<file path="src/rtl/axil_csr_timeout_guard_if.sv">
// ---------------------------------------------------------------------------
// axil_csr_timeout_guard_if
// AXI-lite bus bundle used on both sides of the CSR timeout guard.
//   master modport : drives AW/W/AR channels and the B/R ready signals
//   slave  modport : drives AW/W/AR ready signals and the B/R channels
// Parameters ADDR_W / DATA_W set the address and data widths; the strobe is
// DATA_W/8 bits wide.
// ---------------------------------------------------------------------------
interface axil_csr_timeout_guard_if #(
    parameter int ADDR_W = 19,
    parameter int DATA_W = 64
);
    logic [ADDR_W-1:0]   awaddr;
    logic [2:0]          awprot;
    logic                awvalid;
    logic                awready;
    logic [DATA_W-1:0]   wdata;
    logic [DATA_W/8-1:0] wstrb;
    logic                wvalid;
    logic                wready;
    logic [1:0]          bresp;
    logic                bvalid;
    logic                bready;
    logic [ADDR_W-1:0]   araddr;
    logic [2:0]          arprot;
    logic                arvalid;
    logic                arready;
    logic [DATA_W-1:0]   rdata;
    logic [1:0]          rresp;
    logic                rvalid;
    logic                rready;

    modport master (
        output awaddr, awprot, awvalid, input awready,
        output wdata, wstrb, wvalid, input wready,
        input  bresp, bvalid, output bready,
        output araddr, arprot, arvalid, input arready,
        input  rdata, rresp, rvalid, output rready
    );

    modport slave (
        input  awaddr, awprot, awvalid, output awready,
        input  wdata, wstrb, wvalid, output wready,
        output bresp, bvalid, input bready,
        input  araddr, arprot, arvalid, output arready,
        output rdata, rresp, rvalid, input rready
    );
endinterface

</file>
<file path="src/rtl/axil_csr_timeout_guard.sv">
// ---------------------------------------------------------------------------
// axil_csr_timeout_guard
// Pass-through AXI-lite guard between the host MMIO bridge and the CSR
// fabric. Every upstream transaction gets a completion: if the fabric does
// not answer within TIMEOUT_CYCLES a SLVERR response is returned upstream,
// the late downstream response is later absorbed, and debug statistics are
// captured.
// Ports:
//   clk, rst       : single clock, synchronous active-high reset
//   s_if           : upstream slave side (from the bridge)
//   m_if           : downstream master side (to the CSR fabric)
//   clr_stat       : pulse clearing the flags, counter and captured address
//   o_wr_timeout   : sticky, some write has timed out
//   o_rd_timeout   : sticky, some read has timed out
//   o_timeout_cnt  : saturating count of all timeouts
//   o_err_addr     : address of the most recent timed-out transaction
// TIMEOUT_CYCLES must lie in 2..65535.
// ---------------------------------------------------------------------------
module axil_csr_timeout_guard #(
    parameter int ADDR_W         = 19,
    parameter int DATA_W         = 64,
    parameter int TIMEOUT_CYCLES = 4096,
    parameter int CNT_W          = 16
) (
    input  logic                   clk,
    input  logic                   rst,
    axil_csr_timeout_guard_if.slave  s_if,
    axil_csr_timeout_guard_if.master m_if,
    input  logic                   clr_stat,
    output logic                   o_wr_timeout,
    output logic                   o_rd_timeout,
    output logic [CNT_W-1:0]       o_timeout_cnt,
    output logic [ADDR_W-1:0]      o_err_addr
);

    localparam int STRB_W = DATA_W / 8;
    localparam int TO_W   = 16;
    localparam logic [TO_W-1:0] TO_LIMIT    = TO_W'(TIMEOUT_CYCLES - 1);
    localparam logic [1:0]      RESP_SLVERR = 2'b10;

    typedef enum logic [1:0] {W_IDLE, W_ISSUE, W_WAIT, W_RESP} w_state_e;
    typedef enum logic [1:0] {R_IDLE, R_ISSUE, R_WAIT, R_RESP} r_state_e;

    // ---------------- write path state ----------------
    w_state_e            w_state_q;
    logic                s_awready_q, s_wready_q;
    logic                aw_got_q, w_got_q;
    logic [ADDR_W-1:0]   awaddr_q;
    logic [2:0]          awprot_q;
    logic [DATA_W-1:0]   wdata_q;
    logic [STRB_W-1:0]   wstrb_q;
    // Downstream payload is held separately so a fail-fast capture can never
    // disturb a stale transaction still presented to the fabric.
    logic [ADDR_W-1:0]   m_awaddr_q;
    logic [2:0]          m_awprot_q;
    logic [DATA_W-1:0]   m_wdata_q;
    logic [STRB_W-1:0]   m_wstrb_q;
    logic                m_awvalid_q, m_wvalid_q, m_bready_q;
    logic                s_bvalid_q;
    logic [1:0]          s_bresp_q;
    logic [TO_W-1:0]     wcnt_q;
    logic                wr_stale_q;

    // ---------------- read path state ----------------
    r_state_e            r_state_q;
    logic                s_arready_q;
    logic [ADDR_W-1:0]   m_araddr_q;
    logic [2:0]          m_arprot_q;
    logic                m_arvalid_q, m_rready_q;
    logic                s_rvalid_q;
    logic [DATA_W-1:0]   s_rdata_q;
    logic [1:0]          s_rresp_q;
    logic [TO_W-1:0]     rcnt_q;
    logic                rd_stale_q;

    // ---------------- status ----------------
    logic                wr_flag_q, wr_flag_d;
    logic                rd_flag_q, rd_flag_d;
    logic [CNT_W-1:0]    cnt_q, cnt_d;
    logic [ADDR_W-1:0]   err_addr_q, err_addr_d;
    logic [CNT_W:0]      cnt_base_s, cnt_sum_s;
    logic [1:0]          inc_s;

    // ---------------- handshake / event decode ----------------
    logic aw_hs_s, w_hs_s, aw_have_s, w_have_s, m_b_hs_s, wr_to_s;
    logic ar_hs_s, m_r_hs_s, rd_to_s;

    assign aw_hs_s   = s_if.awvalid && s_awready_q;
    assign w_hs_s    = s_if.wvalid && s_wready_q;
    assign aw_have_s = aw_got_q || aw_hs_s;
    assign w_have_s  = w_got_q || w_hs_s;
    assign m_b_hs_s  = m_if.bvalid && m_bready_q;
    // A response in the limit cycle wins over the timeout.
    assign wr_to_s   = ((w_state_q == W_ISSUE) || (w_state_q == W_WAIT)) &&
                       (wcnt_q == TO_LIMIT) && !m_b_hs_s;

    assign ar_hs_s   = s_if.arvalid && s_arready_q;
    assign m_r_hs_s  = m_if.rvalid && m_rready_q;
    assign rd_to_s   = ((r_state_q == R_ISSUE) || (r_state_q == R_WAIT)) &&
                       (rcnt_q == TO_LIMIT) && !m_r_hs_s;

    // ---------------- output wiring ----------------
    assign s_if.awready  = s_awready_q;
    assign s_if.wready   = s_wready_q;
    assign s_if.bvalid   = s_bvalid_q;
    assign s_if.bresp    = s_bresp_q;
    assign s_if.arready  = s_arready_q;
    assign s_if.rvalid   = s_rvalid_q;
    assign s_if.rdata    = s_rdata_q;
    assign s_if.rresp    = s_rresp_q;

    assign m_if.awaddr   = m_awaddr_q;
    assign m_if.awprot   = m_awprot_q;
    assign m_if.awvalid  = m_awvalid_q;
    assign m_if.wdata    = m_wdata_q;
    assign m_if.wstrb    = m_wstrb_q;
    assign m_if.wvalid   = m_wvalid_q;
    assign m_if.bready   = m_bready_q;
    assign m_if.araddr   = m_araddr_q;
    assign m_if.arprot   = m_arprot_q;
    assign m_if.arvalid  = m_arvalid_q;
    assign m_if.rready   = m_rready_q;

    assign o_wr_timeout  = wr_flag_q;
    assign o_rd_timeout  = rd_flag_q;
    assign o_timeout_cnt = cnt_q;
    assign o_err_addr    = err_addr_q;

    // Write FSM: capture AW/W, issue downstream, time out, absorb late B.
    always_ff @(posedge clk) begin
        if (rst) begin
            w_state_q   <= W_IDLE;
            s_awready_q <= 1'b0;
            s_wready_q  <= 1'b0;
            aw_got_q    <= 1'b0;
            w_got_q     <= 1'b0;
            awaddr_q    <= {ADDR_W{1'b0}};
            awprot_q    <= 3'b000;
            wdata_q     <= {DATA_W{1'b0}};
            wstrb_q     <= {STRB_W{1'b0}};
            m_awaddr_q  <= {ADDR_W{1'b0}};
            m_awprot_q  <= 3'b000;
            m_wdata_q   <= {DATA_W{1'b0}};
            m_wstrb_q   <= {STRB_W{1'b0}};
            m_awvalid_q <= 1'b0;
            m_wvalid_q  <= 1'b0;
            m_bready_q  <= 1'b0;
            s_bvalid_q  <= 1'b0;
            s_bresp_q   <= 2'b00;
            wcnt_q      <= {TO_W{1'b0}};
            wr_stale_q  <= 1'b0;
        end else begin
            // Downstream valids drop only on acceptance, in any state.
            if (m_awvalid_q && m_if.awready) begin
                m_awvalid_q <= 1'b0;
            end
            if (m_wvalid_q && m_if.wready) begin
                m_wvalid_q <= 1'b0;
            end
            // Late B of a timed-out write is swallowed here.
            if (wr_stale_q && m_b_hs_s) begin
                wr_stale_q <= 1'b0;
                m_bready_q <= 1'b0;
            end
            case (w_state_q)
                W_IDLE: begin
                    if (aw_hs_s) begin
                        awaddr_q <= s_if.awaddr;
                        awprot_q <= s_if.awprot;
                    end
                    if (w_hs_s) begin
                        wdata_q <= s_if.wdata;
                        wstrb_q <= s_if.wstrb;
                    end
                    if (aw_have_s && w_have_s) begin
                        aw_got_q    <= 1'b0;
                        w_got_q     <= 1'b0;
                        s_awready_q <= 1'b0;
                        s_wready_q  <= 1'b0;
                        if (wr_stale_q) begin
                            w_state_q  <= W_RESP;
                            s_bvalid_q <= 1'b1;
                            s_bresp_q  <= RESP_SLVERR;
                        end else begin
                            w_state_q   <= W_ISSUE;
                            m_awaddr_q  <= aw_got_q ? awaddr_q : s_if.awaddr;
                            m_awprot_q  <= aw_got_q ? awprot_q : s_if.awprot;
                            m_wdata_q   <= w_got_q ? wdata_q : s_if.wdata;
                            m_wstrb_q   <= w_got_q ? wstrb_q : s_if.wstrb;
                            m_awvalid_q <= 1'b1;
                            m_wvalid_q  <= 1'b1;
                            wcnt_q      <= {TO_W{1'b0}};
                        end
                    end else begin
                        aw_got_q    <= aw_have_s;
                        w_got_q     <= w_have_s;
                        s_awready_q <= !aw_have_s;
                        s_wready_q  <= !w_have_s;
                    end
                end
                W_ISSUE: begin
                    wcnt_q <= wcnt_q + 16'd1;
                    if (wr_to_s) begin
                        // The B is necessarily still outstanding, so the path goes stale.
                        w_state_q  <= W_RESP;
                        s_bvalid_q <= 1'b1;
                        s_bresp_q  <= RESP_SLVERR;
                        m_bready_q <= 1'b1;
                        wr_stale_q <= 1'b1;
                    end else if ((!m_awvalid_q || m_if.awready) &&
                                 (!m_wvalid_q || m_if.wready)) begin
                        w_state_q  <= W_WAIT;
                        m_bready_q <= 1'b1;
                    end else begin
                        w_state_q <= W_ISSUE;
                    end
                end
                W_WAIT: begin
                    wcnt_q <= wcnt_q + 16'd1;
                    if (m_b_hs_s) begin
                        w_state_q  <= W_RESP;
                        s_bvalid_q <= 1'b1;
                        s_bresp_q  <= m_if.bresp;
                        m_bready_q <= 1'b0;
                    end else if (wr_to_s) begin
                        w_state_q  <= W_RESP;
                        s_bvalid_q <= 1'b1;
                        s_bresp_q  <= RESP_SLVERR;
                        wr_stale_q <= 1'b1;
                    end else begin
                        w_state_q <= W_WAIT;
                    end
                end
                W_RESP: begin
                    if (s_if.bready) begin
                        s_bvalid_q  <= 1'b0;
                        s_awready_q <= 1'b1;
                        s_wready_q  <= 1'b1;
                        w_state_q   <= W_IDLE;
                    end else begin
                        w_state_q <= W_RESP;
                    end
                end
                default: begin
                    w_state_q <= W_IDLE;
                end
            endcase
        end
    end

    // Read FSM: capture AR, issue downstream, time out, absorb late R.
    always_ff @(posedge clk) begin
        if (rst) begin
            r_state_q   <= R_IDLE;
            s_arready_q <= 1'b0;
            m_araddr_q  <= {ADDR_W{1'b0}};
            m_arprot_q  <= 3'b000;
            m_arvalid_q <= 1'b0;
            m_rready_q  <= 1'b0;
            s_rvalid_q  <= 1'b0;
            s_rdata_q   <= {DATA_W{1'b0}};
            s_rresp_q   <= 2'b00;
            rcnt_q      <= {TO_W{1'b0}};
            rd_stale_q  <= 1'b0;
        end else begin
            if (m_arvalid_q && m_if.arready) begin
                m_arvalid_q <= 1'b0;
            end
            // Late R of a timed-out read is swallowed here.
            if (rd_stale_q && m_r_hs_s) begin
                rd_stale_q <= 1'b0;
                m_rready_q <= 1'b0;
            end
            case (r_state_q)
                R_IDLE: begin
                    if (ar_hs_s) begin
                        s_arready_q <= 1'b0;
                        if (rd_stale_q) begin
                            r_state_q  <= R_RESP;
                            s_rvalid_q <= 1'b1;
                            s_rdata_q  <= {DATA_W{1'b1}};
                            s_rresp_q  <= RESP_SLVERR;
                        end else begin
                            r_state_q   <= R_ISSUE;
                            m_araddr_q  <= s_if.araddr;
                            m_arprot_q  <= s_if.arprot;
                            m_arvalid_q <= 1'b1;
                            rcnt_q      <= {TO_W{1'b0}};
                        end
                    end else begin
                        s_arready_q <= 1'b1;
                    end
                end
                R_ISSUE: begin
                    rcnt_q <= rcnt_q + 16'd1;
                    if (rd_to_s) begin
                        r_state_q  <= R_RESP;
                        s_rvalid_q <= 1'b1;
                        s_rdata_q  <= {DATA_W{1'b1}};
                        s_rresp_q  <= RESP_SLVERR;
                        m_rready_q <= 1'b1;
                        rd_stale_q <= 1'b1;
                    end else if (!m_arvalid_q || m_if.arready) begin
                        r_state_q  <= R_WAIT;
                        m_rready_q <= 1'b1;
                    end else begin
                        r_state_q <= R_ISSUE;
                    end
                end
                R_WAIT: begin
                    rcnt_q <= rcnt_q + 16'd1;
                    if (m_r_hs_s) begin
                        r_state_q  <= R_RESP;
                        s_rvalid_q <= 1'b1;
                        s_rdata_q  <= m_if.rdata;
                        s_rresp_q  <= m_if.rresp;
                        m_rready_q <= 1'b0;
                    end else if (rd_to_s) begin
                        r_state_q  <= R_RESP;
                        s_rvalid_q <= 1'b1;
                        s_rdata_q  <= {DATA_W{1'b1}};
                        s_rresp_q  <= RESP_SLVERR;
                        rd_stale_q <= 1'b1;
                    end else begin
                        r_state_q <= R_WAIT;
                    end
                end
                R_RESP: begin
                    if (s_if.rready) begin
                        s_rvalid_q  <= 1'b0;
                        s_arready_q <= 1'b1;
                        r_state_q   <= R_IDLE;
                    end else begin
                        r_state_q <= R_RESP;
                    end
                end
                default: begin
                    r_state_q <= R_IDLE;
                end
            endcase
        end
    end

    assign inc_s = {1'b0, wr_to_s} + {1'b0, rd_to_s};

    // Status next-state: timeouts take priority over a coincident clear.
    always_comb begin
        cnt_base_s = {(CNT_W+1){1'b0}};
        cnt_sum_s  = {(CNT_W+1){1'b0}};
        cnt_d      = cnt_q;
        wr_flag_d  = wr_flag_q;
        rd_flag_d  = rd_flag_q;
        err_addr_d = err_addr_q;

        if (clr_stat) begin
            cnt_base_s = {(CNT_W+1){1'b0}};
        end else begin
            cnt_base_s = {1'b0, cnt_q};
        end
        cnt_sum_s = cnt_base_s + (CNT_W+1)'(inc_s);
        // Saturate instead of wrapping.
        if (cnt_sum_s[CNT_W]) begin
            cnt_d = {CNT_W{1'b1}};
        end else begin
            cnt_d = cnt_sum_s[CNT_W-1:0];
        end

        wr_flag_d = (wr_flag_q && !clr_stat) || wr_to_s;
        rd_flag_d = (rd_flag_q && !clr_stat) || rd_to_s;

        // Read address wins when both paths time out together.
        if (rd_to_s) begin
            err_addr_d = m_araddr_q;
        end else if (wr_to_s) begin
            err_addr_d = m_awaddr_q;
        end else if (clr_stat) begin
            err_addr_d = {ADDR_W{1'b0}};
        end else begin
            err_addr_d = err_addr_q;
        end
    end

    // Status registers.
    always_ff @(posedge clk) begin
        if (rst) begin
            wr_flag_q  <= 1'b0;
            rd_flag_q  <= 1'b0;
            cnt_q      <= {CNT_W{1'b0}};
            err_addr_q <= {ADDR_W{1'b0}};
        end else begin
            wr_flag_q  <= wr_flag_d;
            rd_flag_q  <= rd_flag_d;
            cnt_q      <= cnt_d;
            err_addr_q <= err_addr_d;
        end
    end

endmodule

</file>
<file path="src/flat_wrapper.sv">
// flat-port wrapper written by rule: the top's interface ports become plain ports
module axil_csr_timeout_guard_flat 
#(
    parameter int ADDR_W         = 19,
    parameter int DATA_W         = 64,
    parameter int TIMEOUT_CYCLES = 4096,
    parameter int CNT_W          = 16
)
  (clk, rst, clr_stat, o_wr_timeout, o_rd_timeout, o_timeout_cnt, o_err_addr, s_if_awaddr, s_if_awprot, s_if_awvalid, s_if_awready, s_if_wdata, s_if_wstrb, s_if_wvalid, s_if_wready, s_if_bresp, s_if_bvalid, s_if_bready, s_if_araddr, s_if_arprot, s_if_arvalid, s_if_arready, s_if_rdata, s_if_rresp, s_if_rvalid, s_if_rready, m_if_awaddr, m_if_awprot, m_if_awvalid, m_if_awready, m_if_wdata, m_if_wstrb, m_if_wvalid, m_if_wready, m_if_bresp, m_if_bvalid, m_if_bready, m_if_araddr, m_if_arprot, m_if_arvalid, m_if_arready, m_if_rdata, m_if_rresp, m_if_rvalid, m_if_rready);
  axil_csr_timeout_guard_if #(.ADDR_W(ADDR_W), .DATA_W(DATA_W)) s_if_i ();
  axil_csr_timeout_guard_if #(.ADDR_W(ADDR_W), .DATA_W(DATA_W)) m_if_i ();
  input  logic clk;
  input  logic rst;
  input  logic clr_stat;
  output logic o_wr_timeout;
  output logic o_rd_timeout;
  output logic [CNT_W-1:0] o_timeout_cnt;
  output logic [ADDR_W-1:0] o_err_addr;
  input wire logic [$bits(s_if_i.awaddr)-1:0] s_if_awaddr;
  input wire logic [$bits(s_if_i.awprot)-1:0] s_if_awprot;
  input wire logic [$bits(s_if_i.awvalid)-1:0] s_if_awvalid;
  output wire logic [$bits(s_if_i.awready)-1:0] s_if_awready;
  input wire logic [$bits(s_if_i.wdata)-1:0] s_if_wdata;
  input wire logic [$bits(s_if_i.wstrb)-1:0] s_if_wstrb;
  input wire logic [$bits(s_if_i.wvalid)-1:0] s_if_wvalid;
  output wire logic [$bits(s_if_i.wready)-1:0] s_if_wready;
  output wire logic [$bits(s_if_i.bresp)-1:0] s_if_bresp;
  output wire logic [$bits(s_if_i.bvalid)-1:0] s_if_bvalid;
  input wire logic [$bits(s_if_i.bready)-1:0] s_if_bready;
  input wire logic [$bits(s_if_i.araddr)-1:0] s_if_araddr;
  input wire logic [$bits(s_if_i.arprot)-1:0] s_if_arprot;
  input wire logic [$bits(s_if_i.arvalid)-1:0] s_if_arvalid;
  output wire logic [$bits(s_if_i.arready)-1:0] s_if_arready;
  output wire logic [$bits(s_if_i.rdata)-1:0] s_if_rdata;
  output wire logic [$bits(s_if_i.rresp)-1:0] s_if_rresp;
  output wire logic [$bits(s_if_i.rvalid)-1:0] s_if_rvalid;
  input wire logic [$bits(s_if_i.rready)-1:0] s_if_rready;
  output wire logic [$bits(m_if_i.awaddr)-1:0] m_if_awaddr;
  output wire logic [$bits(m_if_i.awprot)-1:0] m_if_awprot;
  output wire logic [$bits(m_if_i.awvalid)-1:0] m_if_awvalid;
  input wire logic [$bits(m_if_i.awready)-1:0] m_if_awready;
  output wire logic [$bits(m_if_i.wdata)-1:0] m_if_wdata;
  output wire logic [$bits(m_if_i.wstrb)-1:0] m_if_wstrb;
  output wire logic [$bits(m_if_i.wvalid)-1:0] m_if_wvalid;
  input wire logic [$bits(m_if_i.wready)-1:0] m_if_wready;
  input wire logic [$bits(m_if_i.bresp)-1:0] m_if_bresp;
  input wire logic [$bits(m_if_i.bvalid)-1:0] m_if_bvalid;
  output wire logic [$bits(m_if_i.bready)-1:0] m_if_bready;
  output wire logic [$bits(m_if_i.araddr)-1:0] m_if_araddr;
  output wire logic [$bits(m_if_i.arprot)-1:0] m_if_arprot;
  output wire logic [$bits(m_if_i.arvalid)-1:0] m_if_arvalid;
  input wire logic [$bits(m_if_i.arready)-1:0] m_if_arready;
  input wire logic [$bits(m_if_i.rdata)-1:0] m_if_rdata;
  input wire logic [$bits(m_if_i.rresp)-1:0] m_if_rresp;
  input wire logic [$bits(m_if_i.rvalid)-1:0] m_if_rvalid;
  output wire logic [$bits(m_if_i.rready)-1:0] m_if_rready;
  assign s_if_i.awaddr = s_if_awaddr;
  assign s_if_i.awprot = s_if_awprot;
  assign s_if_i.awvalid = s_if_awvalid;
  assign s_if_awready = s_if_i.awready;
  assign s_if_i.wdata = s_if_wdata;
  assign s_if_i.wstrb = s_if_wstrb;
  assign s_if_i.wvalid = s_if_wvalid;
  assign s_if_wready = s_if_i.wready;
  assign s_if_bresp = s_if_i.bresp;
  assign s_if_bvalid = s_if_i.bvalid;
  assign s_if_i.bready = s_if_bready;
  assign s_if_i.araddr = s_if_araddr;
  assign s_if_i.arprot = s_if_arprot;
  assign s_if_i.arvalid = s_if_arvalid;
  assign s_if_arready = s_if_i.arready;
  assign s_if_rdata = s_if_i.rdata;
  assign s_if_rresp = s_if_i.rresp;
  assign s_if_rvalid = s_if_i.rvalid;
  assign s_if_i.rready = s_if_rready;
  assign m_if_awaddr = m_if_i.awaddr;
  assign m_if_awprot = m_if_i.awprot;
  assign m_if_awvalid = m_if_i.awvalid;
  assign m_if_i.awready = m_if_awready;
  assign m_if_wdata = m_if_i.wdata;
  assign m_if_wstrb = m_if_i.wstrb;
  assign m_if_wvalid = m_if_i.wvalid;
  assign m_if_i.wready = m_if_wready;
  assign m_if_i.bresp = m_if_bresp;
  assign m_if_i.bvalid = m_if_bvalid;
  assign m_if_bready = m_if_i.bready;
  assign m_if_araddr = m_if_i.araddr;
  assign m_if_arprot = m_if_i.arprot;
  assign m_if_arvalid = m_if_i.arvalid;
  assign m_if_i.arready = m_if_arready;
  assign m_if_i.rdata = m_if_rdata;
  assign m_if_i.rresp = m_if_rresp;
  assign m_if_i.rvalid = m_if_rvalid;
  assign m_if_rready = m_if_i.rready;
  axil_csr_timeout_guard #(.ADDR_W(ADDR_W), .DATA_W(DATA_W), .TIMEOUT_CYCLES(TIMEOUT_CYCLES), .CNT_W(CNT_W)) u_core (.clk(clk), .rst(rst), .s_if(s_if_i), .m_if(m_if_i), .clr_stat(clr_stat), .o_wr_timeout(o_wr_timeout), .o_rd_timeout(o_rd_timeout), .o_timeout_cnt(o_timeout_cnt), .o_err_addr(o_err_addr));
endmodule
</file>
<file path="config.mk">
export PLATFORM = sky130hd
export DESIGN_NAME = axil_csr_timeout_guard_flat
export DESIGN_NICKNAME = d
export VERILOG_FILES = /design/src/rtl/axil_csr_timeout_guard_if.sv /design/src/rtl/axil_csr_timeout_guard.sv /design/src/flat_wrapper.sv
export SDC_FILE = /design/constraint.sdc
export NUM_CORES = 1
export LEC_CHECK = 0
export CORE_ASPECT_RATIO = 1.25
export CORE_UTILIZATION = 36
export DETAILED_ROUTE_END_ITERATION = 10
export MAX_ROUTING_LAYER = met4
export PLACE_DENSITY = 0.64
export SYNTH_ARGS = -nofsm -noshare
export SYNTH_HDL_FRONTEND = slang
export SYNTH_SLANG_ARGS = --single-unit
</file>
<file path="constraint.sdc">
create_clock -name clk -period 4.68 [get_ports clk]
set_clock_uncertainty 0.2 [all_clocks]
set_input_delay 0.936 -clock clk [delete_from_list [all_inputs] [get_ports clk]]
set_output_delay 0.936 -clock clk [all_outputs]
set_load 0.005 [all_outputs]
</file>
# ---- Word level (Yosys, flattened, before mapping)
# Index checks and enable logic that the tools add are counted.
dict set report totals {
  ff_bits 365
  input_bits 197
  output_inout_bits 231
  wordCells 213
}
dict set report classes {
  add_sub_neg 4
  eq_ne 16
  n_mux 98
  bitwise_logic 2
  reduce_logical 58
}
# operator n
set op_table {}
lappend op_table {{2-to-1 mux 64 bit} 5}
lappend op_table {{one-hot mux 64 bit (3 select lines)} 1}
lappend op_table {{2-to-1 mux 16 bit} 6}
lappend op_table {{2-to-1 mux 19 bit} 4}
lappend op_table {{one-hot mux 16 bit (2 select lines)} 2}
lappend op_table {{2-to-1 mux 1 bit} 45}
lappend op_table {{2-to-1 mux 2 bit} 20}
lappend op_table {{adder 16 x 1 -> 16 bit, second input constant} 2}
lappend op_table {{equality test 16 x 12 -> 1 bit, second input constant} 2}
lappend op_table {{AND reduction 3 bit} 8}
lappend op_table {{logical AND 1 bit} 18}
lappend op_table {{adder 16 x 2 -> 17 bit} 1}
lappend op_table {{one-hot mux 2 bit (4 select lines)} 2}
lappend op_table {{one-hot mux 1 bit (2 select lines)} 7}
lappend op_table {{one-hot mux 2 bit (3 select lines)} 2}
lappend op_table {{logical OR 1 bit} 9}
lappend op_table {{nonzero test 3 bit} 3}
lappend op_table {{equality test 2 bit, second input constant} 4}
lappend op_table {{logical NOT 1 bit} 8}
lappend op_table {{2-to-1 mux 8 bit} 1}
lappend op_table {{inequality test 2 x 1 -> 1 bit, second input constant} 4}
lappend op_table {{inequality test 2 bit, second input constant} 4}
lappend op_table {{one-hot mux 1 bit (4 select lines)} 2}
lappend op_table {{AND reduction 2 bit} 4}
lappend op_table {{7 further kinds} 14}

# ---- Longest topological paths before layout
# Gate-level depths: netlist (run 1).
dict set report depth {
  ltp_word 7
  ltp_mapped 16
  ltp_nobuf 14
}

# ---- Worst setup path after synthesis (run 1)
# OpenSTA, ideal clock, no wires.
dict set report synth_path {
  kind {input to register}
  startpoint {input port m_if_bvalid}
  endpoint {register u_core.cnt_q[12] (netlist: u_core.o_timeout_cnt[12])}
  arrival_time_ns 3.262
  required_ns 4.350
  path_slack_ns 1.088
  cell_stages 14
  path_buffers 2
  path_cell_list {and2_1 nor3_2 and2_1 buf_6 buf_12 inv_1 fa_1 inv_1 ha_1 nand2_1 nor3_1 nor2b_1 xnor2_1 o22ai_1}
}
dict set report synth_via {
  elab_chain_cells 6
}
# element line
set synth_lines {}
lappend synth_lines {{start, declared} flat_wrapper.sv:47} ;# input wire logic [$bits(m_if_i.bvalid)-1:0] m_if_bvalid;
lappend synth_lines {{logical AND 1 bit} axil_csr_timeout_guard.sv:92} ;# assign m_b_hs_s = m_if.bvalid && m_bready_q;
lappend synth_lines {{logical NOT 1 bit} axil_csr_timeout_guard.sv:95} ;# (wcnt_q == TO_LIMIT) && !m_b_hs_s;
lappend synth_lines {{logical AND 1 bit} axil_csr_timeout_guard.sv:95}
lappend synth_lines {{adder 1 x 1 -> 2 bit} axil_csr_timeout_guard.sv:344} ;# assign inc_s = {1'b0, wr_to_s} + {1'b0, rd_to_s};
lappend synth_lines {{adder 16 x 2 -> 17 bit} axil_csr_timeout_guard.sv:360} ;# cnt_sum_s = cnt_base_s + (CNT_W+1)'(inc_s);
lappend synth_lines {{2-to-1 mux 16 bit} axil_csr_timeout_guard.sv:362} ;# if (cnt_sum_s[CNT_W]) begin
lappend synth_lines {{end signal, assigned} axil_csr_timeout_guard.sv:388} ;# cnt_q <= {CNT_W{1'b0}};
lappend synth_lines {{end signal, assigned} axil_csr_timeout_guard.sv:393} ;# cnt_q <= cnt_d;
lappend synth_lines {{end, declared} axil_csr_timeout_guard.sv:79} ;# logic [CNT_W-1:0] cnt_q, cnt_d;
# Every way passes these cells.
# A chain may end at the register's enable or synchronous reset.

# ---- Worst setup path after layout (run 1)
dict set report layout_path {
  startpoint {register u_core.w_state_q[0]}
  endpoint {register u_core.cnt_q[11] (netlist: u_core.o_timeout_cnt[11])}
}
dict set report layout_via {
  elab_chain_cells 7
  elab_cells_between_ends 8
  cone_classes {add/sub: 2; eq/ne: 2; mux: 1; reduce/logical: 3}
}
# element line
set layout_lines {}
lappend layout_lines {{start, declared} axil_csr_timeout_guard.sv:45} ;# w_state_e w_state_q;
lappend layout_lines {{start signal, assigned} axil_csr_timeout_guard.sv:132} ;# w_state_q <= W_IDLE;
lappend layout_lines {{start signal, assigned} axil_csr_timeout_guard.sv:181} ;# w_state_q <= W_RESP;
lappend layout_lines {{start signal, assigned} axil_csr_timeout_guard.sv:185} ;# w_state_q <= W_ISSUE;
lappend layout_lines {{equality test 2 x 1 -> 1 bit or equality test 2 bit (tied branches)} axil_csr_timeout_guard.sv:94} ;# assign wr_to_s = ((w_state_q == W_ISSUE) || (w_state_q == W_WAIT)) &&
lappend layout_lines {{logical OR 1 bit *} axil_csr_timeout_guard.sv:94}
lappend layout_lines {{logical AND 1 bit *} axil_csr_timeout_guard.sv:94}
lappend layout_lines {{logical AND 1 bit *} axil_csr_timeout_guard.sv:95}
lappend layout_lines {{adder 1 x 1 -> 2 bit *} axil_csr_timeout_guard.sv:344}
lappend layout_lines {{adder 16 x 2 -> 17 bit *} axil_csr_timeout_guard.sv:360}
lappend layout_lines {{2-to-1 mux 16 bit *} axil_csr_timeout_guard.sv:362}
# Mark *: on every way between the ends. The rest lies on a longest branch, timed or not.

==> flow_summary.html, run 1 <==
<table>
<tr><th>Metric</th><th>Value</th></tr>
<tr><th colspan="2">Run status</th></tr>
<tr><td>Result of the run</td><td>complete, no violations</td></tr>
<tr><th colspan="2">Global routing</th></tr>
<tr><td>Antenna violations before repair</td><td>6</td></tr>
<tr><td>Vias in the first global route</td><td>14268</td></tr>
<tr><td>Global-route wire length before repair</td><td>77000 µm</td></tr>
<tr><td>Pin count of the biggest net entering global routing</td><td>105</td></tr>
<tr><td>Grt total ovfl</td><td>0</td></tr>
<tr><td>All-Layer GR Usage</td><td>0.218</td></tr>
<tr><th colspan="2">Clock tree</th></tr>
<tr><td>Number of sinks on the clock net</td><td>365</td></tr>
<tr><td>Latest clock arrival within the worst-skew pair</td><td>0.53 ns</td></tr>
<tr><td>Clock Pin Slew Worst Setup and Hold Paths</td><td>0.06 ns</td></tr>
<tr><td>Count of H-tree levels built during CTS</td><td>2</td></tr>
<tr><td>Count of hold-fix buffers inserted at cts</td><td>0</td></tr>
<tr><td>Post-CTS setup buffer count</td><td>0</td></tr>
<tr><td>Root Buffer Master</td><td>clkbuf_16</td></tr>
<tr><td>CTS tree</td><td>yes</td></tr>
<tr><td>Buffers from clock root to sink, at most</td><td>3</td></tr>
<tr><td>Post-CTS Resized</td><td>0</td></tr>
<tr><td>Number of buffers created by CTS</td><td>40</td></tr>
<tr><th colspan="2">Critical path</th></tr>
<tr><td>Destination of the critical timing path</td><td>u_core.o_timeout_cnt[11]$_SDFF_PP0_</td></tr>
<tr><td>CP Data Required Time</td><td>4.91 ns</td></tr>
<tr><td>Type of element capturing the critical path</td><td>register</td></tr>
<tr><td>Crit path launch</td><td>u_core.w_state_q[0]$_SDFFE_PP0N_</td></tr>
<tr><td>Startpoint class of the critical path</td><td>register</td></tr>
<tr><td>Critical path arrival</td><td>4.17 ns</td></tr>
<tr><td>Reg2Reg Setup Slack</td><td>0.75 ns</td></tr>
<tr><td>Largest fanout on the critical path</td><td>14</td></tr>
<tr><td>R2r worst-path depth</td><td>13</td></tr>
<tr><td>R2r endpoint</td><td>u_core.o_timeout_cnt[11]$_SDFF_PP0_</td></tr>
<tr><td>Reg-to-reg critical path startpoint</td><td>u_core.w_state_q[0]$_SDFFE_PP0N_</td></tr>
<tr><td>Type of the setup path with the least slack</td><td>reg2reg</td></tr>
<tr><th colspan="2">Drt</th></tr>
<tr><td>Total detailed-routing wirelength</td><td>50000 µm</td></tr>
<tr><td>Pre-Repair DR Iteration Count</td><td>5</td></tr>
<tr><td>Drt wl/cell</td><td>17.6 µm</td></tr>
<tr><td>Initial DRC count</td><td>627</td></tr>
<tr><td>Routed vias/inst</td><td>5.23</td></tr>
<tr><td>DR vias</td><td>14840</td></tr>
<tr><td>Detailed-route DRC error count</td><td>0</td></tr>
<tr><td>Post-route antenna net violation count</td><td>0</td></tr>
<tr><th colspan="2">Synth</th></tr>
<tr><td>Fraction of registers with async set/reset</td><td>0</td></tr>
<tr><td>Synthesized netlist net count</td><td>2106</td></tr>
<tr><td>Number of flops mapped to enable cells by yosys</td><td>0</td></tr>
<tr><td>Sequential-to-total area share from yosys stat</td><td>0.459</td></tr>
<tr><td>Synth Area in Adders</td><td>0.00990</td></tr>
<tr><td>Post-synthesis simple-gate area fraction</td><td>0.172</td></tr>
<tr><td>Post-synthesis xor/xnor area fraction</td><td>0.0193</td></tr>
<tr><td>Synth Area in Compound Gates</td><td>0.233</td></tr>
<tr><td>Prevailing post-synth register cell</td><td>dfxtp_1</td></tr>
<tr><td>Cell area after synthesis</td><td>0.0159 mm²</td></tr>
<tr><td>Cell count after synthesis</td><td>1897</td></tr>
<tr><td>Netlist cell types</td><td>64</td></tr>
<tr><td>Register bit total from synthesis</td><td>365</td></tr>
<tr><td>Multiplexer share of the synthesized area</td><td>0.0603</td></tr>
<tr><td>Mean post-synth cell area</td><td>8.39 µm²</td></tr>
<tr><td>Total number of yosys warnings</td><td>0</td></tr>
<tr><td>Combinational family with the most area after synthesis</td><td>compound AO/OA/AOI/OAI gates</td></tr>
<tr><th colspan="2">Power and ir drop</th></tr>
<tr><td>NetSw</td><td>3.87 mW</td></tr>
<tr><td>Switching portion of total power</td><td>0.336</td></tr>
<tr><td>Leakage dissipation</td><td>7.28 nW</td></tr>
<tr><td>Combinational share of power</td><td>0.366</td></tr>
<tr><td>Power Density</td><td>527 mW/mm²</td></tr>
<tr><td>Part of the power in the clock network</td><td>0.276</td></tr>
<tr><td>Overall power after layout</td><td>11.5 mW</td></tr>
<tr><td>Reg power frac</td><td>0.358</td></tr>
<tr><td>Max IR drop VDD</td><td>0.373 mV</td></tr>
<tr><td>Internal power summed over all cells</td><td>7.66 mW</td></tr>
<tr><th colspan="2">Floorplanning</th></tr>
<tr><td>Rows</td><td>85</td></tr>
<tr><td>I/O pin total</td><td>428</td></tr>
<tr><td>Die Y</td><td>237 µm</td></tr>
<tr><td>Full die area</td><td>0.0451 mm²</td></tr>
<tr><td>Effective utilization at floorplan</td><td>0.367</td></tr>
<tr><td>Horizontal die dimension</td><td>190 µm</td></tr>
<tr><td>Core Area</td><td>0.0434 mm²</td></tr>
<tr><th colspan="2">STA</th></tr>
<tr><td>Post-route worst hold slack</td><td>0.252 ns</td></tr>
<tr><td>Relative slew slack</td><td>0.326</td></tr>
<tr><td>Final setup violation count</td><td>0</td></tr>
<tr><td>Hold Fails Final Rpt</td><td>0</td></tr>
<tr><td>Worst-Margin Slew</td><td>1.01 ns</td></tr>
<tr><td>F_max</td><td>254 MHz</td></tr>
<tr><td>Summed negative setup slack over all endpoints</td><td>0 ns</td></tr>
<tr><td>Unrepaired setup endpoints after global routing</td><td>no</td></tr>
<tr><td>Max Slew Vio Count</td><td>0</td></tr>
<tr><td>Post-layout minimum cycle time</td><td>3.93 ns</td></tr>
<tr><td>Fin crit share</td><td>0.841</td></tr>
<tr><th colspan="2">Place</th></tr>
<tr><td>Placed standard-cell area</td><td>0.0206 mm²</td></tr>
<tr><td>IO Port Bufs</td><td>427</td></tr>
<tr><td>RD Place Congestion</td><td>0.873</td></tr>
<tr><td>Estimated wirelength of the detail-placed design</td><td>34000 µm</td></tr>
<tr><th colspan="2">Finish</th></tr>
<tr><td>Area grow syn2layout</td><td>37.4%</td></tr>
<tr><td>Leading cell types in the layout, fill and taps excluded</td><td>426 x clkdlybuf4s50_1, 364 x dfxtp_1, 325 x nand2_1</td></tr>
<tr><td>Post-route cell area</td><td>0.0219 mm²</td></tr>
<tr><td>Share of final-layout standard cells stronger than drive strength 1</td><td>0.0542</td></tr>
<tr><td>Nets</td><td>2448</td></tr>
<tr><td>Most frequent standard cell in the layout excluding fill and tap cells</td><td>clkdlybuf4s50_1</td></tr>
<tr><th colspan="2">Job</th></tr>
<tr><td>Max-cap violation count</td><td>0</td></tr>
<tr><th colspan="2">Worst hold path</th></tr>
<tr><td>Worst Hold Class</td><td>reg2reg</td></tr>
<tr><td>Hold Startpoint</td><td>u_core.wdata_q[2]$_SDFFE_PP0P_</td></tr>
</table>
## worst min path at each step
stage	to	slack, ns	cells past startpoint
global route	u_core.wstrb_q[7]$_SDFFE_PP0P_	0.27	2
detailed placement	u_core.wdata_q[15]$_SDFFE_PP0P_	0.25	2
floorplan	u_core.awaddr_q[0]$_SDFFE_PP0P_	0.24	2
finish	u_core.wdata_q[2]$_SDFFE_PP0P_	0.25	2
global placement	u_core.wdata_q[53]$_SDFFE_PP0P_	0.24	2
CTS	u_core.m_if.arprot[1]$_SDFFE_PP0P_	0.26	2
## cells in the mapped netlist, drive strengths merged, types with 9 or more instances
cell type | n | area [µm²]
nor3 | 35 | 211
a211oi | 100 | 756
xnor2 | 20 | 175
dfxtp | 365 | 7310
buf | 44 | 244
o21a | 64 | 480
nand2b | 15 | 93.8
nor2b | 9 | 56.3
o21ai | 79 | 399
ha | 11 | 138
mux2i | 96 | 961
a221oi | 20 | 219
and3 | 10 | 62.6
a21boi | 62 | 465
a21oi | 223 | 1130
clkbuf | 112 | 422
nand4 | 16 | 106
nor2 | 168 | 633
nand2 | 326 | 1220
xor2 | 15 | 131
inv | 20 | 75.1
nand3 | 17 | 85.1
## state kept, by name, indices dropped and copies added, names as in the netlist, 2 cells and up
signal                flops
u_core.m_if.awprot        3
u_core.s_if.rdata        64
u_core.awprot_q           3
u_core.awaddr_q          19
u_core.s_if.bresp         2
u_core.wcnt_q            16
u_core.m_if.araddr       19
u_core.rcnt_q            16
u_core.m_if.awaddr       19
u_core.wstrb_q            8
u_core.r_state_q          2
u_core.w_state_q          2
u_core.o_err_addr        19
u_core.s_if.rresp         2
u_core.m_if.wdata        64
u_core.m_if.arprot        3
u_core.m_if.wstrb         8
u_core.o_timeout_cnt     16
u_core.wdata_q           64
## metal layers
metal,global-route usage,part of all wire
met5,-,0
met4,0.0914,0.034
met3,0.0478,0.067
met2,0.358,0.49
met1,0.256,0.41
## final cells by class
class,instances,area (µm²)
Tap cell,565,707
Clock inverter,11,138
Timing Repair Buffer,456,4560
Fill cell,4117,21500
Inverter,20,75.1
Clock buffer,60,1180
Antenna cell,6,15.0
Multi-Input combinational cell,1356,7900
Sequential cell,365,7310
## through the flow
| stage | cells | util | setup slack [ns] |
|---|---|---|---|
| after floorplan | 1897 | - | 1.09 |
| after global placement | 2762 | 0.474 | 0.572 |
| after detailed placement | 2762 | 0.474 | 0.436 |
| after CTS | 2833 | 0.504 | 0.756 |
| after global routing | 2839 | 0.504 | 0.435 |
| final | 2839 | 0.504 | 0.746 |
## worst max-delay path, stage by stage (launching register included)
cell and delay (ns):
dfxtp_1 0.36, inv_1 0.09, ha_1 0.50, or4b_1 0.49, nor3_2 0.15, and2_1 0.17, inv_1 0.07, fa_1 0.45
inv_1 0.08, ha_1 0.19, nand2_1 0.13, nor2_1 0.15, nand3_1 0.43, o22ai_1 0.35
## power by group through the flow
stage,clock network (mW),logic (mW),registers (mW)
4_1_cts,3.28,4.26,4.14
3_5_place_dp,0,4.24,4.19
3_3_place_gp,0,4.18,4.17
2_1_floorplan,0,2.46,4.13
5_1_grt,3.40,4.61,4.21
6_report,3.18,4.22,4.13
## cells by family (layout without fill, tap and decap cells)
kind of cell	after synthesis	count (layout)
other	0	6
AND/OR/NAND/NOR	634	634
buffers and inverters	176	547
flip-flops	365	365
XOR/XNOR	35	35
adder cells (fa/ha/maj)	12	12
multiplexers	96	96
AO/OA/AOI/OAI	579	579
(Power assumes the default switching activity.)
==> inputs of run 2 (changes only) <==
==> constraint.sdc (replaced) <==
create_clock -name clk -period 4.05 [get_ports clk]
set_clock_uncertainty 0.2 [all_clocks]
set_input_delay 0.81 -clock clk [delete_from_list [all_inputs] [get_ports clk]]
set_output_delay 0.81 -clock clk [all_outputs]
set_load 0.005 [all_outputs]
==> run 2 against run 1 <==
Net effect: global-route usage grew 0.12 points; final cell count barely moved; non-clock buffer count increased by 2; via count hardly changed; combinational power rose by 16%; total power up 16%; design area rose by 0.18%; setup slack worse by 0.34 ns; highest routed layer unchanged.
==> flow_summary.html, run 2 (synthesized netlist as in run 1, its figures left out) <==
<table>
<tr><th>Metric</th><th>Value</th></tr>
<tr><th colspan="2">Power and ir drop</th></tr>
<tr><td>Power Density</td><td>610 mW/mm² (+16%)</td></tr>
<tr><td>Overall power after layout</td><td>13.4 mW (+16%)</td></tr>
<tr><td>Leakage dissipation</td><td>7.30 nW (+0.19%)</td></tr>
<tr><td>Max IR drop VDD</td><td>0.441 mV (+18%)</td></tr>
<tr><th colspan="2">Clock tree</th></tr>
<tr><td>Buffers from clock root to sink, at most</td><td>3 (unchanged)</td></tr>
<tr><td>CTS tree</td><td>yes</td></tr>
<tr><td>Latest clock arrival within the worst-skew pair</td><td>0.53 ns (about the same)</td></tr>
<tr><td>Post-CTS Resized</td><td>0 (unchanged)</td></tr>
<tr><td>Post-CTS setup buffer count</td><td>0 (unchanged)</td></tr>
<tr><td>Clock Pin Slew Worst Setup and Hold Paths</td><td>0.06 ns (about the same)</td></tr>
<tr><td>Root Buffer Master</td><td>clkbuf_16</td></tr>
<tr><td>Count of H-tree levels built during CTS</td><td>2 (unchanged)</td></tr>
<tr><td>Number of sinks on the clock net</td><td>365 (unchanged)</td></tr>
<tr><td>Number of buffers created by CTS</td><td>40 (unchanged)</td></tr>
<tr><td>Count of hold-fix buffers inserted at cts</td><td>0 (unchanged)</td></tr>
<tr><th colspan="2">Finish</th></tr>
<tr><td>Number of standard cells in the layout, taps in and fillers out</td><td>2837 (-0.070%)</td></tr>
<tr><td>Post-route cell area</td><td>0.0219 mm² (+0.18%)</td></tr>
<tr><td>Leading cell types in the layout, fill and taps excluded</td><td>426 x clkdlybuf4s50_1, 364 x dfxtp_1, 325 x nand2_1</td></tr>
<tr><td>Most frequent standard cell in the layout excluding fill and tap cells</td><td>clkdlybuf4s50_1</td></tr>
<tr><td>Post-layout util</td><td>0.505 (+0.000923)</td></tr>
<tr><td>Nets</td><td>2450 (+0.082%)</td></tr>
<tr><td>Area grow syn2layout</td><td>37.7%</td></tr>
<tr><td>Share of final-layout standard cells stronger than drive strength 1</td><td>0.0551 (+0.000858)</td></tr>
<tr><td>Sequential cell area</td><td>0.00731 mm² (unchanged)</td></tr>
<tr><td>Combined area of the multi-input logic cells</td><td>0.00790 mm² (unchanged)</td></tr>
<tr><td>Fill cell instance count of the final layout</td><td>4108 (-0.22%)</td></tr>
<tr><th colspan="2">Critical path</th></tr>
<tr><td>Cell repeated most along the worst path</td><td>inv_1</td></tr>
<tr><td>Type of the setup path with the least slack</td><td>reg2reg</td></tr>
<tr><td>Category of cells accounting for the largest share of critical-path delay</td><td>simple AND/OR/NAND/NOR gates</td></tr>
<tr><td>Type of element capturing the critical path</td><td>register</td></tr>
<tr><td>List of cells traversed by the critical path</td><td>inv_1 -&gt; ha_1 -&gt; or4b_1 -&gt; nor3_2 -&gt; and2_1 -&gt; inv_1 -&gt; fa_1 -&gt; inv_1 -&gt; ha_1 -&gt; nand2_1 -&gt; nor2_1 -&gt; nand3_1 -&gt; o22ai_1</td></tr>
<tr><td>Max stage delay cell, worst path</td><td>fa_1</td></tr>
<tr><td>Largest fanout on the critical path</td><td>14 (unchanged)</td></tr>
<tr><td>Maximum cell stage delay along the critical path</td><td>0.45 ns (-0.05 ns)</td></tr>
<tr><td>Critical path buffer and inverter count</td><td>3 (unchanged)</td></tr>
<tr><td>CP Data Required Time</td><td>4.29 ns (-0.62 ns)</td></tr>
<tr><td>Startpoint class of the critical path</td><td>register</td></tr>
<tr><td>Critical path arrival</td><td>3.88 ns (-0.29 ns)</td></tr>
<tr><th colspan="2">STA</th></tr>
<tr><td>F_max</td><td>274 MHz (+7.9%)</td></tr>
<tr><td>Summed negative setup slack over all endpoints</td><td>0 ns (unchanged)</td></tr>
<tr><td>Post-layout minimum cycle time</td><td>3.65 ns (-0.287 ns)</td></tr>
<tr><td>Max Slew Vio Count</td><td>0 (unchanged)</td></tr>
<tr><td>Post-route worst hold slack</td><td>0.252 ns (+0.000111 ns)</td></tr>
<tr><td>Fin crit share</td><td>0.900 (+0.0599)</td></tr>
<tr><td>Unrepaired setup endpoints after global routing</td><td>no</td></tr>
<tr><td>Worst-Margin Slew</td><td>1.15 ns (+0.146 ns)</td></tr>
<tr><td>Relative slew slack</td><td>0.230 (-0.0955)</td></tr>
<tr><td>Fin worst setup slack</td><td>0.403 ns (-0.343 ns)</td></tr>
<tr><td>Final setup violation count</td><td>0 (unchanged)</td></tr>
<tr><td>Hold Fails Final Rpt</td><td>0 (unchanged)</td></tr>
<tr><th colspan="2">Global routing</th></tr>
<tr><td>Vias in the first global route</td><td>14038 (-1.6%)</td></tr>
<tr><td>Global-route wire length before repair</td><td>77300 µm (+0.41%)</td></tr>
<tr><td>All-Layer GR Usage</td><td>0.219 (+0.00121)</td></tr>
<tr><td>Antenna violations before repair</td><td>3 (-3)</td></tr>
<tr><td>Grt total ovfl</td><td>0 (unchanged)</td></tr>
<tr><td>Pin count of the biggest net entering global routing</td><td>88 (-16%)</td></tr>
<tr><th colspan="2">Floorplanning</th></tr>
<tr><td>Die Y</td><td>237 µm (unchanged)</td></tr>
<tr><td>Effective utilization at floorplan</td><td>0.367 (unchanged)</td></tr>
<tr><td>Full die area</td><td>0.0451 mm² (unchanged)</td></tr>
<tr><td>I/O pin total</td><td>428 (unchanged)</td></tr>
<tr><td>Horizontal die dimension</td><td>190 µm (unchanged)</td></tr>
<tr><td>Core Area</td><td>0.0434 mm² (unchanged)</td></tr>
<tr><td>Rows</td><td>85 (unchanged)</td></tr>
<tr><th colspan="2">Drt</th></tr>
<tr><td>DR vias</td><td>14829 (-0.074%)</td></tr>
<tr><td>Total detailed-routing wirelength</td><td>49800 µm (-0.33%)</td></tr>
<tr><td>Drt wl/cell</td><td>17.6 µm (-0.26%)</td></tr>
<tr><td>Post-route antenna net violation count</td><td>0 (unchanged)</td></tr>
<tr><td>Pre-Repair DR Iteration Count</td><td>5 (unchanged)</td></tr>
<tr><td>Detailed-route DRC error count</td><td>0 (unchanged)</td></tr>
<tr><td>Routed vias/inst</td><td>5.23 (about the same)</td></tr>
<tr><td>Initial DRC count</td><td>619 (-1.3%)</td></tr>
<tr><th colspan="2">Place</th></tr>
<tr><td>Placed standard-cell area</td><td>0.0206 mm² (+0.19%)</td></tr>
<tr><td>Estimated wirelength of the detail-placed design</td><td>34000 µm (-0.12%)</td></tr>
<tr><td>Setup slack after placement</td><td>0.0451 ns (-0.391 ns)</td></tr>
<tr><td>IO Port Bufs</td><td>427 (unchanged)</td></tr>
<tr><td>Instance count after placement with tap cells included</td><td>2764 (+0.072%)</td></tr>
<tr><td>RD Place Congestion</td><td>0.874 (about the same)</td></tr>
<tr><th colspan="2">Worst hold path</th></tr>
<tr><td>Worst Hold Class</td><td>reg2reg</td></tr>
<tr><th colspan="2">Job</th></tr>
<tr><td>Max-cap violation count</td><td>0 (unchanged)</td></tr>
<tr><th colspan="2">Run status</th></tr>
<tr><td>Result of the run</td><td>complete, no violations</td></tr>
</table>
==> run 2: changes by cell type in the layout (fill, tap and decap cells not counted) <==
cell and delta:
clkbuf_1 -1, clkinvlp_4 +1, buf_12 +2, clkinv_2 -3, clkinv_4 +1, clkinv_8 +1
inv_6 -1, diode_2 -3, clkbuf_8 +2, clkbuf_16 -1
==> run 2: worst paths after layout <==
path	end	start	cells after the start	slack [ns]
min	u_core.wdata_q[28]$_SDFFE_PP0P_	u_core.wdata_q[28]$_SDFFE_PP0P_	2	0.25
min reg2reg	u_core.wdata_q[28]$_SDFFE_PP0P_	u_core.wdata_q[28]$_SDFFE_PP0P_	2	0.25
max reg2reg	u_core.o_timeout_cnt[10]$_SDFF_PP0_	u_core.w_state_q[0]$_SDFFE_PP0N_	13	0.40
max	u_core.o_timeout_cnt[10]$_SDFF_PP0_	u_core.w_state_q[0]$_SDFFE_PP0N_	13	0.40
==> run 2: per-layer routing <==
layer	wire length, µm	global-route usage	up-vias	share of wire
met2	24800	0.372	408	0.50
li1	-	-	7294	-
met1	20400	0.256	7055	0.41
met3	3250	0.0471	72	0.065
met5	0	-	-	0
met4	1350	0.0692	0	0.027
==> run 2: layout make-up <==
type / instances / share of cell area
diodes: 3 / 0.000342
inverters: 20 / 0.00342
clock inverters: 10 / 0.00668
clock buffers: 60 / 0.0536
multi-input cells: 1356 / 0.360
repair buffers: 458 / 0.210
well taps: 565 / 0.0322
flip-flops and latches: 365 / 0.333
==> run 2: worst register-to-register path, cell delays in order, from the launching register on <==
cell	delay [ns]
dfxtp_1	0.36
inv_1	0.09
ha_1	0.30
or4b_1	0.45
nor3_2	0.17
and2_1	0.17
inv_1	0.07
fa_1	0.46
inv_1	0.09
ha_1	0.20
nand2_1	0.13
nor2_1	0.14
nand3_1	0.42
o22ai_1	0.31
==> run 2: report_power, final <==
group / internal (mW) / leakage (nW) / switching, mW
combinational: 2.36 / 3.68 / 2.54
clock: 2.20 / 0.646 / 1.48
sequential: 4.31 / 2.97 / 0.473
==> inputs of run 3 (changes only) <==
--- a/config.mk
+++ b/config.mk
@@ -5,9 +5,11 @@
 export SDC_FILE = /design/constraint.sdc
 export NUM_CORES = 1
 export LEC_CHECK = 0
-export CORE_ASPECT_RATIO = 1.25
+export CAP_MARGIN = 20
+export CORE_ASPECT_RATIO = 0.75
 export CORE_UTILIZATION = 36
 export DETAILED_ROUTE_END_ITERATION = 10
+export GPL_ROUTABILITY_DRIVEN = 0
 export MAX_ROUTING_LAYER = met4
 export PLACE_DENSITY = 0.64
 export SYNTH_ARGS = -nofsm -noshare
==> run 3 against run 2 <==
Net effect: combinational power rose by 2%; critical path depth up 1; final cell count up 0.92%.
==> flow_summary.html, run 3 (synthesized netlist as in run 1, its figures left out) <==
<table>
<tr><th>Metric</th><th>Value</th></tr>
<tr><th colspan="2">Run status</th></tr>
<tr><td>Result of the run</td><td>complete, no violations</td></tr>
<tr><th colspan="2">Clock tree</th></tr>
<tr><td>Clock Pin Slew Worst Setup and Hold Paths</td><td>0.06 ns (about the same)</td></tr>
<tr><td>Post-CTS Resized</td><td>0 (unchanged)</td></tr>
<tr><td>Count of hold-fix buffers inserted at cts</td><td>0 (unchanged)</td></tr>
<tr><td>Number of sinks on the clock net</td><td>365 (unchanged)</td></tr>
<tr><td>Buffers from clock root to sink, at most</td><td>3 (unchanged)</td></tr>
<tr><td>CTS tree</td><td>yes</td></tr>
<tr><td>Latest clock arrival within the worst-skew pair</td><td>0.54 ns (about the same)</td></tr>
<tr><td>Number of buffers created by CTS</td><td>40 (unchanged)</td></tr>
<tr><td>Root Buffer Master</td><td>clkbuf_16</td></tr>
<tr><td>Post-CTS setup buffer count</td><td>0 (unchanged)</td></tr>
<tr><td>Count of H-tree levels built during CTS</td><td>2 (unchanged)</td></tr>
<tr><th colspan="2">Floorplanning</th></tr>
<tr><td>Effective utilization at floorplan</td><td>0.366 (-0.00108)</td></tr>
<tr><td>Horizontal die dimension</td><td>245 µm (+29%)</td></tr>
<tr><td>Full die area</td><td>0.0451 mm² (about the same)</td></tr>
<tr><td>Die Y</td><td>184 µm (-22%)</td></tr>
<tr><td>Core Area</td><td>0.0435 mm² (+0.29%)</td></tr>
<tr><td>I/O pin total</td><td>428 (unchanged)</td></tr>
<tr><td>Rows</td><td>66 (-22%)</td></tr>
<tr><th colspan="2">Job</th></tr>
<tr><td>Max-cap violation count</td><td>0 (unchanged)</td></tr>
<tr><th colspan="2">Finish</th></tr>
<tr><td>Share of final-layout standard cells stronger than drive strength 1</td><td>0.0583 (+0.00322)</td></tr>
<tr><td>Leading cell types in the layout, fill and taps excluded</td><td>426 x clkdlybuf4s50_1, 364 x dfxtp_1, 325 x nand2_1</td></tr>
<tr><td>Sequential cell area</td><td>0.00731 mm² (unchanged)</td></tr>
<tr><td>Nets</td><td>2461 (+0.45%)</td></tr>
<tr><td>Combined area of the multi-input logic cells</td><td>0.00791 mm² (about the same)</td></tr>
<tr><td>Area grow syn2layout</td><td>38.6%</td></tr>
<tr><td>Most frequent standard cell in the layout excluding fill and tap cells</td><td>clkdlybuf4s50_1</td></tr>
<tr><td>Post-layout util</td><td>0.507 (+0.00197)</td></tr>
<tr><td>Fill cell instance count of the final layout</td><td>3966 (-3.5%)</td></tr>
<tr><th colspan="2">Critical path</th></tr>
<tr><td>R2r endpoint</td><td>u_core.o_timeout_cnt[12]$_SDFF_PP0_</td></tr>
<tr><td>Reg2Reg Setup Slack</td><td>0.37 ns (-0.04 ns)</td></tr>
<tr><td>Crit path launch</td><td>u_core.w_state_q[0]$_SDFFE_PP0N_</td></tr>
<tr><td>CP Data Required Time</td><td>4.25 ns (-0.04 ns)</td></tr>
<tr><td>Destination of the critical timing path</td><td>u_core.o_timeout_cnt[12]$_SDFF_PP0_</td></tr>
<tr><td>Type of element capturing the critical path</td><td>register</td></tr>
<tr><td>Startpoint class of the critical path</td><td>register</td></tr>
<tr><td>Reg-to-reg critical path startpoint</td><td>u_core.w_state_q[0]$_SDFFE_PP0N_</td></tr>
<tr><td>Type of the setup path with the least slack</td><td>reg2reg</td></tr>
<tr><td>R2r worst-path depth</td><td>14 (+1)</td></tr>
<tr><td>Max stage delay cell, worst path</td><td>fa_1</td></tr>
<tr><td>Critical path arrival</td><td>3.89 ns (about the same)</td></tr>
<tr><td>List of cells traversed by the critical path</td><td>inv_1 -&gt; ha_1 -&gt; or4b_1 -&gt; nor3_2 -&gt; and2_1 -&gt; inv_1 -&gt; fa_1 -&gt; inv_1 -&gt; ha_1 -&gt; nand2_1 -&gt; nor3_1 -&gt; nor2b_1 -&gt; xnor2_1 -&gt; o22ai_1</td></tr>
<tr><td>Cell repeated most along the worst path</td><td>inv_1</td></tr>
<tr><td>Largest fanout on the critical path</td><td>3 (-11)</td></tr>
<tr><td>Maximum cell stage delay along the critical path</td><td>0.48 ns (+0.03 ns)</td></tr>
<tr><th colspan="2">STA</th></tr>
<tr><td>Worst-Margin Slew</td><td>1.03 ns (-0.125 ns)</td></tr>
<tr><td>Relative slew slack</td><td>0.314 (+0.0835)</td></tr>
<tr><td>Max Slew Vio Count</td><td>0 (unchanged)</td></tr>
<tr><td>Fin crit share</td><td>0.910 (+0.00937)</td></tr>
<tr><td>F_max</td><td>271 MHz (-1.0%)</td></tr>
<tr><td>Fin worst setup slack</td><td>0.365 ns (-0.0379 ns)</td></tr>
<tr><td>Unrepaired setup endpoints after global routing</td><td>no</td></tr>
<tr><td>Post-route worst hold slack</td><td>0.253 ns (+0.00119 ns)</td></tr>
<tr><td>Final setup violation count</td><td>0 (unchanged)</td></tr>
<tr><td>Post-layout minimum cycle time</td><td>3.68 ns (+0.0379 ns)</td></tr>
<tr><td>Hold Fails Final Rpt</td><td>0 (unchanged)</td></tr>
<tr><td>Summed negative setup slack over all endpoints</td><td>0 ns (unchanged)</td></tr>
<tr><th colspan="2">Drt</th></tr>
<tr><td>Post-route antenna net violation count</td><td>0 (unchanged)</td></tr>
<tr><td>Detailed-route DRC error count</td><td>0 (unchanged)</td></tr>
<tr><td>Total detailed-routing wirelength</td><td>50600 µm (+1.6%)</td></tr>
<tr><td>DR vias</td><td>15032 (+1.4%)</td></tr>
<tr><td>Drt wl/cell</td><td>17.7 µm (+0.70%)</td></tr>
<tr><td>Initial DRC count</td><td>806 (+30%)</td></tr>
<tr><td>Pre-Repair DR Iteration Count</td><td>5 (unchanged)</td></tr>
<tr><td>Routed vias/inst</td><td>5.25 (+0.45%)</td></tr>
<tr><th colspan="2">Power and ir drop</th></tr>
<tr><td>Leakage dissipation</td><td>7.36 nW (+0.90%)</td></tr>
<tr><td>Internal power summed over all cells</td><td>8.93 mW (+0.63%)</td></tr>
<tr><td>Combinational share of power</td><td>0.371 (+0.004)</td></tr>
<tr><td>Part of the power in the clock network</td><td>0.276 (about the same)</td></tr>
<tr><td>NetSw</td><td>4.56 mW (+1.6%)</td></tr>
<tr><td>Power Density</td><td>611 mW/mm² (+0.26%)</td></tr>
<tr><td>Overall power after layout</td><td>13.5 mW (+0.95%)</td></tr>
<tr><td>Reg power frac</td><td>0.352 (-0.006)</td></tr>
<tr><td>Max IR drop VDD</td><td>0.433 mV (-1.8%)</td></tr>
<tr><td>Switching portion of total power</td><td>0.338 (+0.00206)</td></tr>
<tr><th colspan="2">Global routing</th></tr>
<tr><td>Pin count of the biggest net entering global routing</td><td>86 (-2.3%)</td></tr>
<tr><td>Global-route wire length before repair</td><td>77300 µm (unchanged)</td></tr>
<tr><td>Grt total ovfl</td><td>0 (unchanged)</td></tr>
<tr><td>Antenna violations before repair</td><td>3 (unchanged)</td></tr>
<tr><td>Vias in the first global route</td><td>13776 (-1.9%)</td></tr>
<tr><td>All-Layer GR Usage</td><td>0.218 (-0.00104)</td></tr>
<tr><th colspan="2">Place</th></tr>
<tr><td>Setup slack after placement</td><td>0.102 ns (+0.0569 ns)</td></tr>
<tr><td>Estimated wirelength of the detail-placed design</td><td>34100 µm (+0.46%)</td></tr>
<tr><td>IO Port Bufs</td><td>427 (unchanged)</td></tr>
<tr><th colspan="2">Worst hold path</th></tr>
<tr><td>Worst Hold Class</td><td>reg2reg</td></tr>
<tr><td>Hold Startpoint</td><td>u_core.wdata_q[17]$_SDFFE_PP0P_</td></tr>
</table>
## run 3: worst min-delay path by stage
stage | cells after the start | to | slack [ns]
CTS | 2 | u_core.awaddr_q[16]$_SDFFE_PP0P_ | 0.25
floorplan | 2 | u_core.awaddr_q[0]$_SDFFE_PP0P_ | 0.24
detailed placement | 2 | u_core.wstrb_q[6]$_SDFFE_PP0P_ | 0.25
finish | 2 | u_core.wdata_q[17]$_SDFFE_PP0P_ | 0.25
global route | 2 | u_core.wstrb_q[6]$_SDFFE_PP0P_ | 0.27
global placement | 2 | u_core.wdata_q[32]$_SDFFE_PP0P_ | 0.24
## run 3: cell type report
class,count,area share
antenna,4,0.000453
timing repair buffer,469,0.213
clock inverter,6,0.00442
inverter,20,0.00340
sequential,365,0.331
clock buffer,65,0.0561
tap,578,0.0328
multi-input combinational,1356,0.358
## run 3: power by group through the flow
stage               sequential [mW]  combinational [mW]  clock, mW
floorplan                      4.78                2.84          0
global placement               4.79                4.92          0
detailed placement             4.83                5.00          0
CTS                            4.75                5.01       3.84
global route                   4.84                5.45       4.00
finish                         4.75                5.01       3.73
## run 3: stage by stage
step | instance area, µm² | cells
floorplan | 15900 | 1897
global placement | 20700 | 2786
detailed placement | 20700 | 2786
CTS | 22000 | 2857
global route | 22100 | 2862
finish | 22100 | 2863
## run 3: layer usage
metal  up-vias  share of wire  GRT usage
met3       106          0.055     0.0380
met5         -              0          -
met4         0          0.036     0.0885
met1      7166           0.47      0.292
li1       7323              -          -
met2       437           0.44      0.325
## run 3: worst max-delay path, delay by kind of cell (launching register included)
kind	cells	cell delay [ns]
AOI/OAI and AO/OA	1	0.10
buffers and inverters	3	0.26
and+or+nand+nor	6	1.49
adders and majority gates	3	0.97
xor gates and xnor gates	1	0.13
DFF	1	0.38
